[src/rtl/fetch_queue.sv]
// Instruction-fetch front end: pipelined word fetches over a req/gnt/rvalid bus,
// buffered with their PCs in a DEPTH-entry FIFO, flushed on redirect.
module fetch_queue #(
  parameter int unsigned     XLEN     = 32,
  parameter int unsigned     DEPTH    = 4,
  parameter logic [XLEN-1:0] RESET_PC = XLEN'(32'h0040_0000)
) (
  input  logic                       iCLK,
  input  logic                       iRSTn,
  output logic                       oIReq,
  output logic [XLEN-1:0]            oIAddress,
  input  logic                       iIGnt,
  input  logic                       iIRvalid,
  input  logic [XLEN-1:0]            iIRdata,
  input  logic                       iRedirect,
  input  logic [XLEN-1:0]            iRedirectPC,
  output logic                       oMisalign,
  output logic                       oValid,
  output logic [XLEN-1:0]            oInstr,
  output logic [XLEN-1:0]            oInstrPC,
  input  logic                       iReady,
  output logic [$clog2(DEPTH+1)-1:0] oCount
);

  localparam int unsigned CW = $clog2(DEPTH + 1);
  localparam int unsigned PW = $clog2(DEPTH);

  logic [XLEN-1:0] fetchPC;
  logic [XLEN-1:0] issuePC;
  logic            pend;
  logic            drop;
  logic [CW-1:0]   count;
  logic [PW-1:0]   rdPtr;
  logic [PW-1:0]   wrPtr;
  logic [XLEN-1:0] instrMem [DEPTH];
  logic [XLEN-1:0] pcMem    [DEPTH];

  logic spaceOk;
  logic grant;
  logic resp;
  logic push;
  logic pop;

  // Reserve a slot for the outstanding response before asking for another word.
  assign spaceOk = ((CW+1)'(count) + (CW+1)'(pend)) < (CW+1)'(DEPTH);
  assign oIReq   = iRSTn & ~iRedirect & (~pend | iIRvalid) & spaceOk;
  assign grant   = oIReq & iIGnt;
  assign resp    = iIRvalid & pend;
  assign push    = resp & ~drop & ~iRedirect;
  assign pop     = (count != '0) & iReady & ~iRedirect;

  assign oIAddress = fetchPC;
  assign oValid    = (count != '0);
  assign oInstr    = instrMem[rdPtr];
  assign oInstrPC  = pcMem[rdPtr];
  assign oCount    = count;

  // Fetch control, pointers and occupancy; a redirect overrides everything else.
  always_ff @(posedge iCLK or negedge iRSTn) begin
    if (!iRSTn) begin
      fetchPC   <= RESET_PC;
      issuePC   <= RESET_PC;
      pend      <= 1'b0;
      drop      <= 1'b0;
      count     <= '0;
      rdPtr     <= '0;
      wrPtr     <= '0;
      oMisalign <= 1'b0;
    end else if (iRedirect) begin
      fetchPC   <= {iRedirectPC[XLEN-1:2], 2'b00};
      count     <= '0;
      rdPtr     <= '0;
      wrPtr     <= '0;
      pend      <= pend & ~iIRvalid;
      drop      <= pend & ~iIRvalid;
      oMisalign <= (iRedirectPC[1:0] != 2'b00);
    end else begin
      oMisalign <= 1'b0;
      if (grant) begin
        fetchPC <= fetchPC + XLEN'(4);
        issuePC <= fetchPC;
      end
      if (grant) begin
        pend <= 1'b1;
      end else if (resp) begin
        pend <= 1'b0;
      end
      if (resp) begin
        drop <= 1'b0;
      end
      if (push) begin
        wrPtr <= wrPtr + PW'(1);
      end
      if (pop) begin
        rdPtr <= rdPtr + PW'(1);
      end
      case ({push, pop})
        2'b10:   count <= count + CW'(1);
        2'b01:   count <= count - CW'(1);
        default: count <= count;
      endcase
    end
  end

  // Queue storage, cleared on reset so the head never shows stale data.
  always_ff @(posedge iCLK or negedge iRSTn) begin
    if (!iRSTn) begin
      for (int i = 0; i < int'(DEPTH); i++) begin
        instrMem[i] <= '0;
        pcMem[i]    <= '0;
      end
    end else if (push) begin
      instrMem[wrPtr] <= iIRdata;
      pcMem[wrPtr]    <= issuePC;
    end
  end

endmodule

[config.mk]
export PLATFORM = sky130hd
export DESIGN_NAME = fetch_queue
export DESIGN_NICKNAME = d
export VERILOG_FILES = /design/src/rtl/fetch_queue.sv
export SDC_FILE = /design/constraint.sdc
export NUM_CORES = 1
export LEC_CHECK = 0
export ABC_CLOCK_PERIOD_IN_PS = 2400
export BUFFER_PORTS_ARGS = -buffer_cell sky130_fd_sc_hd__buf_4
export CORE_UTILIZATION = 45
export DETAILED_ROUTE_END_ITERATION = 7
export PLACE_DENSITY = 0.76
export SETUP_SLACK_MARGIN = 0.02
export SYNTH_ARGS = -nofsm -noshare
export SYNTH_HDL_FRONTEND = slang
export SYNTH_SLANG_ARGS = --single-unit
[constraint.sdc]
create_clock -name iCLK -period 2.4 [get_ports iCLK]
set_input_delay 0.36 -clock iCLK [delete_from_list [all_inputs] [get_ports iCLK]]
set_output_delay 0.36 -clock iCLK [all_outputs]
set_load 0.05 [all_outputs]
==> results of run 1 <==
## worst max-delay path by stage
| stage | cells past startpoint | from | to | slack (ns) |
|---|---|---|---|---|
| 6_report | 4 | rdPtr[0] | oInstrPC[16] | 0.003 |
| 5_1_grt | 4 | rdPtr[0] | oInstr[21] | -0.04 |
| 4_1_cts | 3 | rdPtr[0] | oInstrPC[16] | -0.03 |
| 3_5_place_dp | 6 | iIRvalid | oIAddress[26] | 0.31 |
| 3_3_place_gp | 5 | iRSTn | oIAddress[27] | 0.39 |
| 2_1_floorplan | 6 | oIAddress[2] | oIAddress[20] | 0.07 |
## final cells by class
cell class,count,area [um2]
Clock buffer,55,1120
Clock inverter,8,57.6
Fill cell,2394,13000
Inverter,9,33.8
Multi-Input combinational cell,555,5950
Sequential cell,318,7970
Tap cell,396,495
Timing Repair Buffer,231,2210
## synthesized netlist by cell type, types with 2 or more instances
cell type	n
ha_1	5
nor3_1	8
buf_1	4
clkbuf_2	2
clkbuf_1	39
mux2_2	278
dfstp_2	2
or3_1	5
nand2_1	21
mux4_2	62
mux2i_1	2
inv_1	8
o31ai_1	15
and3_1	4
nor2_1	31
and2_1	2
o21ai_0	16
nand3_1	13
clkbuf_8	3
a2111oi_0	3
nand4_1	8
buf_2	10
dfrtp_1	316
buf_4	4
xnor2_1	8
or3_2	2
a21oi_1	3
nand4b_1	3
a211oi_1	2
or4_1	16
a31oi_1	21
## critical path, delay by kind of cell, from the launching register on
family	cells	cell delay (ns)
mux	1	0.52
flops	1	0.51
buf+inv	3	0.48
## sequential cells by signal, indices dropped and copies added (netlist names)
signal and count:
wrPtr 2, issuePC 30, oMisalign 1, drop 1, oCount 3, pcMem 120, pend 1, oIAddress 30
rdPtr 2, instrMem 128
## report_power, final
part           total (W)  internal, W  switching [W]  leakage [nW]
Clock            0.00537      0.00323        0.00214         0.585
Sequential       0.00694      0.00626       0.000680          4.17
Combinational    0.00769      0.00332        0.00437          3.62
Total             0.0200       0.0128        0.00719          8.37
## per-stage QoR
step | instances | hold WS (ns) | TNS (ns) | power (W) | setup slack, ns
after floorplan | 945 | 0.0644 | 0 | 0.0117 | 0.0724
after global placement | 1492 | 0.367 | 0 | 0.0138 | 0.395
after detailed placement | 1492 | 0.369 | 0 | 0.0140 | 0.308
after CTS | 1562 | 0.0534 | -0.0414 | 0.0196 | -0.0334
after global routing | 1572 | 0.0530 | -0.434 | 0.0208 | -0.0412
final | 1572 | 0.0665 | 0 | 0.0200 | 0.00298
## layout by cell type, fill, tap and decap left out, types with 7 or more instances in the layout
master,Yosys,routed
a31oi_1,21,21
buf_12,0,14
nand2_1,21,17
o21ai_0,16,16
or4_1,16,16
xnor2_1,8,8
o31ai_1,15,15
nor2_1,31,31
clkbuf_16,0,41
nand3_1,13,13
nand4_1,8,8
buf_4,4,163
inv_1,8,8
clkbuf_8,3,11
dfrtp_1,316,314
mux2_2,278,278
buf_8,0,7
nor3_1,8,7
buf_6,1,41
mux4_2,62,62
## repair_timing
item                                    4_1_cts  5_1_grt
hold endpoints to repair                     36        0
hold buffers                                  1        0
buffers inserted                              6        5
gates cloned                                  0        5
pin swaps                                     0        0
resized for setup                            15       39
endpoints found under the setup margin       24       59
## routing by layer
layer  GRT usage [%]  vias up
li1                -     3982
met1            29.8     4645
met2            32.6      268
met3            3.77       39
met4            4.48        0
met5               0        -
## cell families after synthesis
| kind of cell | after synthesis |
|---|---|
| AO/OA/AOI/OAI | 69 |
| XOR/XNOR | 9 |
| adder cells (fa/ha/maj) | 6 |
| buffers and inverters | 72 |
| flip-flops | 318 |
| multiplexers | 342 |
| other | 1 |
| AND/OR/NAND/NOR | 125 |
==> impl_metrics.py, run 1 <==
metrics = {
    "run_status": {
        "status": "finished, violations left",
        "violations": "design-rule violations",
    },
    "timing": {
        "rsz0062_at_grt": "yes",
        "slew_violations": 0,
        "skew_ns": 0.0317,
        "final-setup-viol-count": 0,
        "fmax_ghz": 0.417,
        "hold_viol": 0,
        "tightestPinTransition_ns": 0.992,
        "slew_headroom_pct": 33.9,
        "fin_crit_ns": 2.40,
        "timing.final.crit_share_pct": 99.9,
    },
    "placed_design": {
        "hpwl_um": 21100,
        "gp_congestion": 0.827,
        "placed_area_um2": 16200,
        "placement.io_buffers": 167,
    },
    "synth": {
        "ys_ff_latch": 318,
        "synthXorXnorAreaFrac_pct": 0.556,
        "synth_top_cell_area_share_pct": 55.7,
        "seq_area_frac_synth_pct": 56.1,
        "synthesis.area_um2": 14200,
        "async_reset_ff_share_pct": 100,
        "yosys_warnings": 0,
        "synth_top_family_by_area": "multiplexers",
        "ys_types": 57,
        "synth.top_cells.by_area": "dfrtp_1, mux2_2, mux4_2",
        "synth_adder_area_share_pct": 0.582,
        "muxShareOfSynthArea_pct": 32.0,
        "avgSynthCellArea_um2": 15.1,
        "yosysTopAreaCell": "dfrtp_1",
        "syn_inst": 942,
        "synth_ff_type": "dfrtp_1",
        "synth_edf_count": 0,
        "synth_compound_area_share_pct": 3.28,
        "synth_simple_gate_area_share_pct": 5.03,
    },
    "worst_setup_path": {
        "cp_max_fo": 6,
        "worstSetupEndpointType": "output pin",
        "r2r_slack_ns": 0.30,
        "startpoint_type": "flop",
        "r2r-start": "oIAddress[13]",
        "critPathSlowestCell": "mux4_2",
        "cp_cell_sequence": "buf_12 -> buf_16 -> mux4_2 -> buf_8",
        "cp.arrival_ns": 2.04,
        "reg2reg_depth": 5,
        "crit_required_ns": 2.04,
        "timing.rr.end": "oIAddress[26]",
        "critPathKind": "flop to output pin",
        "max_stage_delay_ns": 0.52,
    },
    "die": {
        "pin_count": 172,
        "core-area_um2": 30800,
        "die_area_um2": 32200,
        "rows": 64,
        "start_util_pct": 46.0,
        "die_w_um": 180,
        "die_h_um": 180,
    },
    "global_route": {
        "grt_usage_pct": 20.6,
        "grt_pass1_vias": 9364,
        "grt_pass1_wl_um": 52500,
        "antenna_found_initial": 0,
        "grt_max_degree": 125,
        "overflow": 0,
    },
    "layout": {
        "stdcell_area_um2": 17800,
        "layout-drive-gt1-share_pct": 55.3,
        "syn2layout_area_growth_pct": 25.7,
        "fin_util_pct": 57.9,
        "nNetsFinal": 1227,
        "antennaDiodeCount": 0,
    },
    "routing": {
        "routed_wl_um": 32700,
        "vias_per_cell": 5.68,
        "drt_iter0_markers": 504,
        "route.met2.wl_um": 15300,
        "top_layer_used": "met4",
        "wl_met3_um": 1970,
        "routedWlPerCell_um": 20.8,
        "via_count": 8934,
        "postRouteAntennaNets": 0,
        "route.detailed.drc": 8,
        "drtPass1Iterations": 6,
        "met1_length_um": 15000,
    },
    "clock_tree": {
        "cts_sinks": 318,
        "clk_latency_ns": 0.52,
        "cts_tree": "done",
        "clk_pin_slew_ns": 0.06,
        "cts_buffer_depth": 3,
        "numCtsBuffers": 36,
        "h-tree-depth": 2,
        "cts_root_buffer": "clkbuf_16",
    },
    "power": {
        "p_leak_nw": 8.37,
        "peakVddDrop_uv": 756,
        "powerDensity_nw_per_um2": 1120,
    },
    "hold_path": {
        "hp-class": "input pin to flop",
        "whs_endpoint": "oIAddress[9]",
        "min_from": "iRedirectPC[9]",
        "whs_path_depth": 3,
    },
    "run": {
        "maxCapViolCount": 0,
    },
}
Power figures use the tool's default switching activity.
==> run 2: changes to the inputs <==
Settings changed: ABC_CLOCK_PERIOD_IN_PS 2400 to 2800, CORE_ASPECT_RATIO set to 1.25, CORE_UTILIZATION 45 to 35, PLACE_DENSITY 0.76 to 0.65.
Clock period 2.4 ns to 2.8 ns, I/O delays scaled along.
==> impl_metrics.py, run 2 (synthesis results as in run 1) <==
metrics = {
    "worst_setup_path": {
        "crit_start": "oCount[1]",
        "max_stage_delay_ns": 0.50,
        "crit_required_ns": 2.38,
        "critPathSlowestCell": "dfrtp_1",
        "timing.rr.end": "instrMem[6]",
        "r2r-start": "drop",
        "cp.arrival_ns": 2.17,
        "reg2reg_depth": 4,
        "cp_cell_sequence": "a21boi_0 -> nor2_2 -> nor4b_2 -> buf_4",
        "cp_top_family": "flip-flops",
        "cp_num_buf_inv": 1,
        "cp_max_fo": 12,
        "worstSetupEndpointType": "output pin",
        "r2r_slack_ns": 0.23,
        "critPathKind": "flop to output pin",
        "endpoint": "oIReq",
        "path_depth": 4,
        "startpoint_type": "flop",
    },
    "layout": {
        "multiInputGateArea_um2": 5950,
        "largest_register": "instrMem",
        "largest_reg_flops": 128,
        "fin_util_pct": 43.4,
        "final-seq-area_um2": 7970,
        "layout-drive-gt1-share_pct": 53.6,
        "finalNonFillerCells": 1650,
        "reg_top3": "instrMem x128, pcMem x120",
        "stdcell_area_um2": 17400,
        "nNetsFinal": 1195,
        "fillCellCount": 3586,
        "layout.cells.most_common_list": "dfrtp_1, mux2_2, buf_4",
        "final_common_cell": "dfrtp_1",
        "syn2layout_area_growth_pct": 22.4,
    },
    "placed_design": {
        "dp_cells": 1579,
        "hpwl_um": 21900,
        "gp_congestion": 0.767,
        "placed_area_um2": 16200,
        "placement.io_buffers": 167,
    },
    "clock_tree": {
        "clk_pin_slew_ns": 0.06,
        "cts_tree": "done",
        "cts_buffer_depth": 3,
        "h-tree-depth": 2,
        "cts_sinks": 318,
        "numCtsBuffers": 36,
        "clk_latency_ns": 0.53,
        "cts_root_buffer": "clkbuf_16",
    },
    "timing": {
        "finalSetupTns_ns": 0,
        "tightestPinTransition_ns": 1.17,
        "skew_ns": 0.0194,
        "timing.final.crit_share_pct": 92.5,
        "fmax_ghz": 0.386,
        "hold_viol": 0,
        "slew_headroom_pct": 21.2,
        "final-setup-viol-count": 0,
        "rsz0062_at_grt": "no",
        "slew_violations": 0,
        "fin_crit_ns": 2.59,
    },
    "global_route": {
        "overflow": 0,
        "grt_max_degree": 147,
        "grt_pass1_vias": 9370,
        "antenna_found_initial": 1,
        "grt_usage_pct": 16.6,
        "grt_pass1_wl_um": 53200,
    },
    "run": {
        "maxCapViolCount": 0,
    },
    "die": {
        "core-area_um2": 40000,
        "pin_count": 172,
        "die_w_um": 182,
        "die_h_um": 227,
        "rows": 82,
        "die_area_um2": 41400,
        "start_util_pct": 35.5,
    },
    "routing": {
        "drt_iter0_markers": 445,
        "routedWlPerCell_um": 20.2,
        "via_count": 8695,
        "vias_per_cell": 5.27,
        "postRouteAntennaNets": 0,
        "routed_wl_um": 33300,
        "drtPass1Iterations": 4,
        "route.detailed.drc": 0,
    },
    "power": {
        "p_leak_nw": 8.09,
        "peakVddDrop_uv": 562,
        "powerDensity_nw_per_um2": 937,
    },
    "run_status": {
        "status": "complete, no violations",
    },
    "hold_path": {
        "whs_path_depth": 3,
        "hp-class": "input pin to flop",
    },
}
## run 2: cell types whose count changed in the layout (fill, tap and decap cells not counted), moves of 4 or more
| cell | before | now |
|---|---|---|
| clkbuf_1 | 6 | 12 |
| buf_8 | 7 | 1 |
| buf_4 | 163 | 184 |
| clkbuf_16 | 41 | 37 |
| buf_6 | 41 | 0 |
## run 2: layout make-up
| type | instances | share of cell area, % |
|---|---|---|
| Antenna cell | 1 | 0.0144 |
| Clock buffer | 57 | 6.22 |
| Clock inverter | 7 | 0.266 |
| Inverter | 9 | 0.194 |
| Multi-Input combinational cell | 555 | 34.2 |
| Sequential cell | 318 | 45.9 |
| Tap cell | 504 | 3.63 |
| Timing Repair Buffer | 199 | 9.59 |
## run 2: power by group
part	switching [W]	leakage (nW)	internal, W	total [W]
Combinational	0.00349	3.37	0.00231	0.00580
Clock	0.00185	0.557	0.00265	0.00450
Sequential	0.000620	4.17	0.00536	0.00598
Total	0.00596	8.09	0.0103	0.0163
## run 2: worst min path at each step
stage                              start            to  slack, ns
after floorplan                    iRSTn          drop       0.12
after global placement             iRSTn     oCount[0]       0.26
after detailed placement           iRSTn     oCount[0]       0.26
after CTS                 iRedirectPC[4]  oIAddress[4]       0.08
after global routing      iRedirectPC[4]  oIAddress[4]       0.08
final                     iRedirectPC[4]  oIAddress[4]       0.10
## run 2: routing by layer
metal	global-route usage, %	routed length (um)	up-vias
met5	0	11	-
met4	4.15	469	2
met3	3.30	1600	30
met2	28.0	16300	212
met1	22.1	14900	4560
li1	-	-	3891
## run 2: timing repair
item                                    CTS  global route
hold endpoints to repair                  8             0
resized for setup                         0             1
buffers inserted                          0             5
endpoints found under the setup margin    0             3
hold buffers                              1             0
## run 2: metrics by stage
| stage | hold slack [ns] | total power, W | setup slack, ns |
|---|---|---|---|
| detailed placement | 0.262 | 0.0119 | 0.0350 |
| finish | 0.101 | 0.0163 | 0.210 |
| CTS | 0.0818 | 0.0165 | 0.0740 |
| global route | 0.0767 | 0.0171 | 0.0478 |
| global placement | 0.262 | 0.0118 | 0.108 |
| floorplan | 0.124 | 0.0100 | 0.209 |
## run 2: tightest hold or removal path, delay by kind of cell
kind / cells / cell delay (ns)
buffers and inverters: 1 / 0.08
AND/OR/NAND/NOR: 2 / 0.10
==> run 3: changes to the inputs <==
Settings changed: CELL_PAD_IN_SITES_DETAIL_PLACEMENT set to 1, CELL_PAD_IN_SITES_GLOBAL_PLACEMENT set to 1, PLACE_DENSITY 0.65 to 0.73.
==> impl_metrics.py, run 3 (synthesis results as in run 1) <==
metrics = {
    "run_status": {
        "status": "complete, no violations",
    },
    "clock_tree": {
        "h-tree-depth": 2,
        "cts_tree": "done",
        "post_cts_resized": 1,
        "cts_buffer_depth": 3,
        "numCtsBuffers": 36,
        "clk_pin_slew_ns": 0.06,
        "cts_root_buffer": "clkbuf_16",
        "cts_sinks": 318,
        "postCtsHoldBufs": 0,
        "clk_latency_ns": 0.53,
        "cts_setup_buffers": 0,
    },
    "placed_design": {
        "placement.io_buffers": 167,
        "placed_area_um2": 16200,
        "gp_congestion": 0.733,
        "hpwl_um": 23600,
    },
    "die": {
        "pin_count": 172,
        "start_util_pct": 35.5,
        "die_w_um": 182,
        "die_area_um2": 41400,
        "core-area_um2": 40000,
        "rows": 82,
        "die_h_um": 227,
    },
    "power": {
        "p_seq_share_pct": 36.6,
        "powerDensity_nw_per_um2": 949,
        "p_sw_w": 0.00603,
        "p_leak_nw": 8.11,
        "power_w": 0.0165,
        "swShare_pct": 36.5,
        "peakVddDrop_uv": 629,
        "p_int_w": 0.0105,
        "p_comb_share_pct": 34.8,
        "p_clk_share_pct": 28.7,
    },
    "routing": {
        "drtPass1Iterations": 4,
        "vias_per_cell": 5.32,
        "via_count": 8778,
        "routed_wl_um": 35500,
        "routedWlPerCell_um": 21.5,
        "postRouteAntennaNets": 0,
        "route.detailed.drc": 0,
        "drt_iter0_markers": 405,
    },
    "layout": {
        "nNetsFinal": 1194,
        "layout.cells.most_common_list": "dfrtp_1, mux2_2, buf_4",
        "final_common_cell": "dfrtp_1",
        "antennaDiodeCount": 0,
        "reg_top3": "instrMem x128, pcMem x120",
        "syn2layout_area_growth_pct": 22.8,
        "layout-drive-gt1-share_pct": 53.9,
        "stdcell_area_um2": 17400,
        "fin_util_pct": 43.5,
        "largest_reg_flops": 128,
        "largest_register": "instrMem",
    },
    "hold_path": {
        "hp-class": "input pin to async pin",
    },
    "worst_setup_path": {
        "critPathKind": "flop to output pin",
        "cp_cell_sequence": "buf_12 -> mux4_2 -> buf_4",
        "worstSetupEndpointType": "output pin",
        "startpoint_type": "flop",
        "critPathSlowestCell": "dfrtp_4",
        "crit_required_ns": 2.38,
        "max_stage_delay_ns": 0.62,
        "cp.arrival_ns": 2.23,
        "cp_max_fo": 24,
    },
    "timing": {
        "fmax_ghz": 0.378,
        "skew_ns": 0.0285,
        "fin_crit_ns": 2.65,
        "final-setup-viol-count": 0,
        "timing.final.crit_share_pct": 94.5,
        "rsz0062_at_grt": "no",
        "finalSetupTns_ns": 0,
        "slew_violations": 0,
        "slew_headroom_pct": 28.2,
        "hold_viol": 0,
        "tightestPinTransition_ns": 1.08,
    },
    "global_route": {
        "antenna_found_initial": 0,
        "overflow": 0,
        "grt_pass1_vias": 9812,
        "grt_usage_pct": 17.8,
        "grt_pass1_wl_um": 57300,
        "grt_max_degree": 85,
    },
    "run": {
        "maxCapViolCount": 0,
    },
}
-- run 3: changes by cell type in the layout (fill, tap and decap cells not counted) --
cell           delta
bufinv_16         +2
clkinv_2          -2
buf_12            -1
buf_4             +1
clkbuf_1          -1
clkbuf_8          +1
clkinvlp_4        +1
diode_2           -1
dlygate4sd3_1     -1
nor3_1            -1
nor3_2            +1
-- run 3: metrics by stage --
step           cells  setup WS [ns]  hold WS (ns)
2_1_floorplan    945          0.209         0.124
3_3_place_gp    1584          0.144         0.481
3_5_place_dp    1584         0.0247         0.487
4_1_cts         1649         0.0814        0.0774
5_1_grt         1649         0.0455        0.0988
6_report        1649          0.155        0.0699
-- run 3: final timing paths --
path,startpoint,endpoint,slack (ns),cells past startpoint
worst max-delay path,rdPtr[0],oInstr[18],0.15,3
worst min-delay path,iRSTn,instrMem[97],0.07,2
worst max register to register,oCount[2],oIAddress[27],0.37,4
worst min register to register,pcMem[4],pcMem[4],0.50,1
max in group asynchronous,iRSTn,instrMem[93],1.17,3
min in group iCLK,iIRvalid,pend,0.12,2
-- run 3: critical path: cells and delay by family (launching register included) --
family                 cells  cell delay, ns
buffers and inverters      2            0.50
flip-flops                 1            0.62
multiplexers               1            0.57
-- run 3: power groups by stage --
stage	registers (W)	logic, W	clock network (W)
after floorplan	0.00599	0.00403	0
after CTS	0.00606	0.00585	0.00490
final	0.00605	0.00575	0.00474
after global routing	0.00618	0.00606	0.00505
after global placement	0.00608	0.00576	0
after detailed placement	0.00614	0.00584	0
-- run 3: metal layers --
metal	vias to the layer above	global-route usage (%)	part of all wire [%]
li1	3887	-	-
met2	196	30.9	51
met5	-	0	0
met1	4646	22.9	43
met4	0	5.20	2.1
met3	49	3.07	4.2
-- run 3: cell type report --
cell class / instances / area [um2]
Fill cell: 4015 / 22600
Sequential cell: 318 / 7970
Multi-Input combinational cell: 555 / 5950
Timing Repair Buffer: 198 / 1640
Clock buffer: 57 / 1090
Tap cell: 504 / 631
Clock inverter: 8 / 104
Inverter: 9 / 33.8
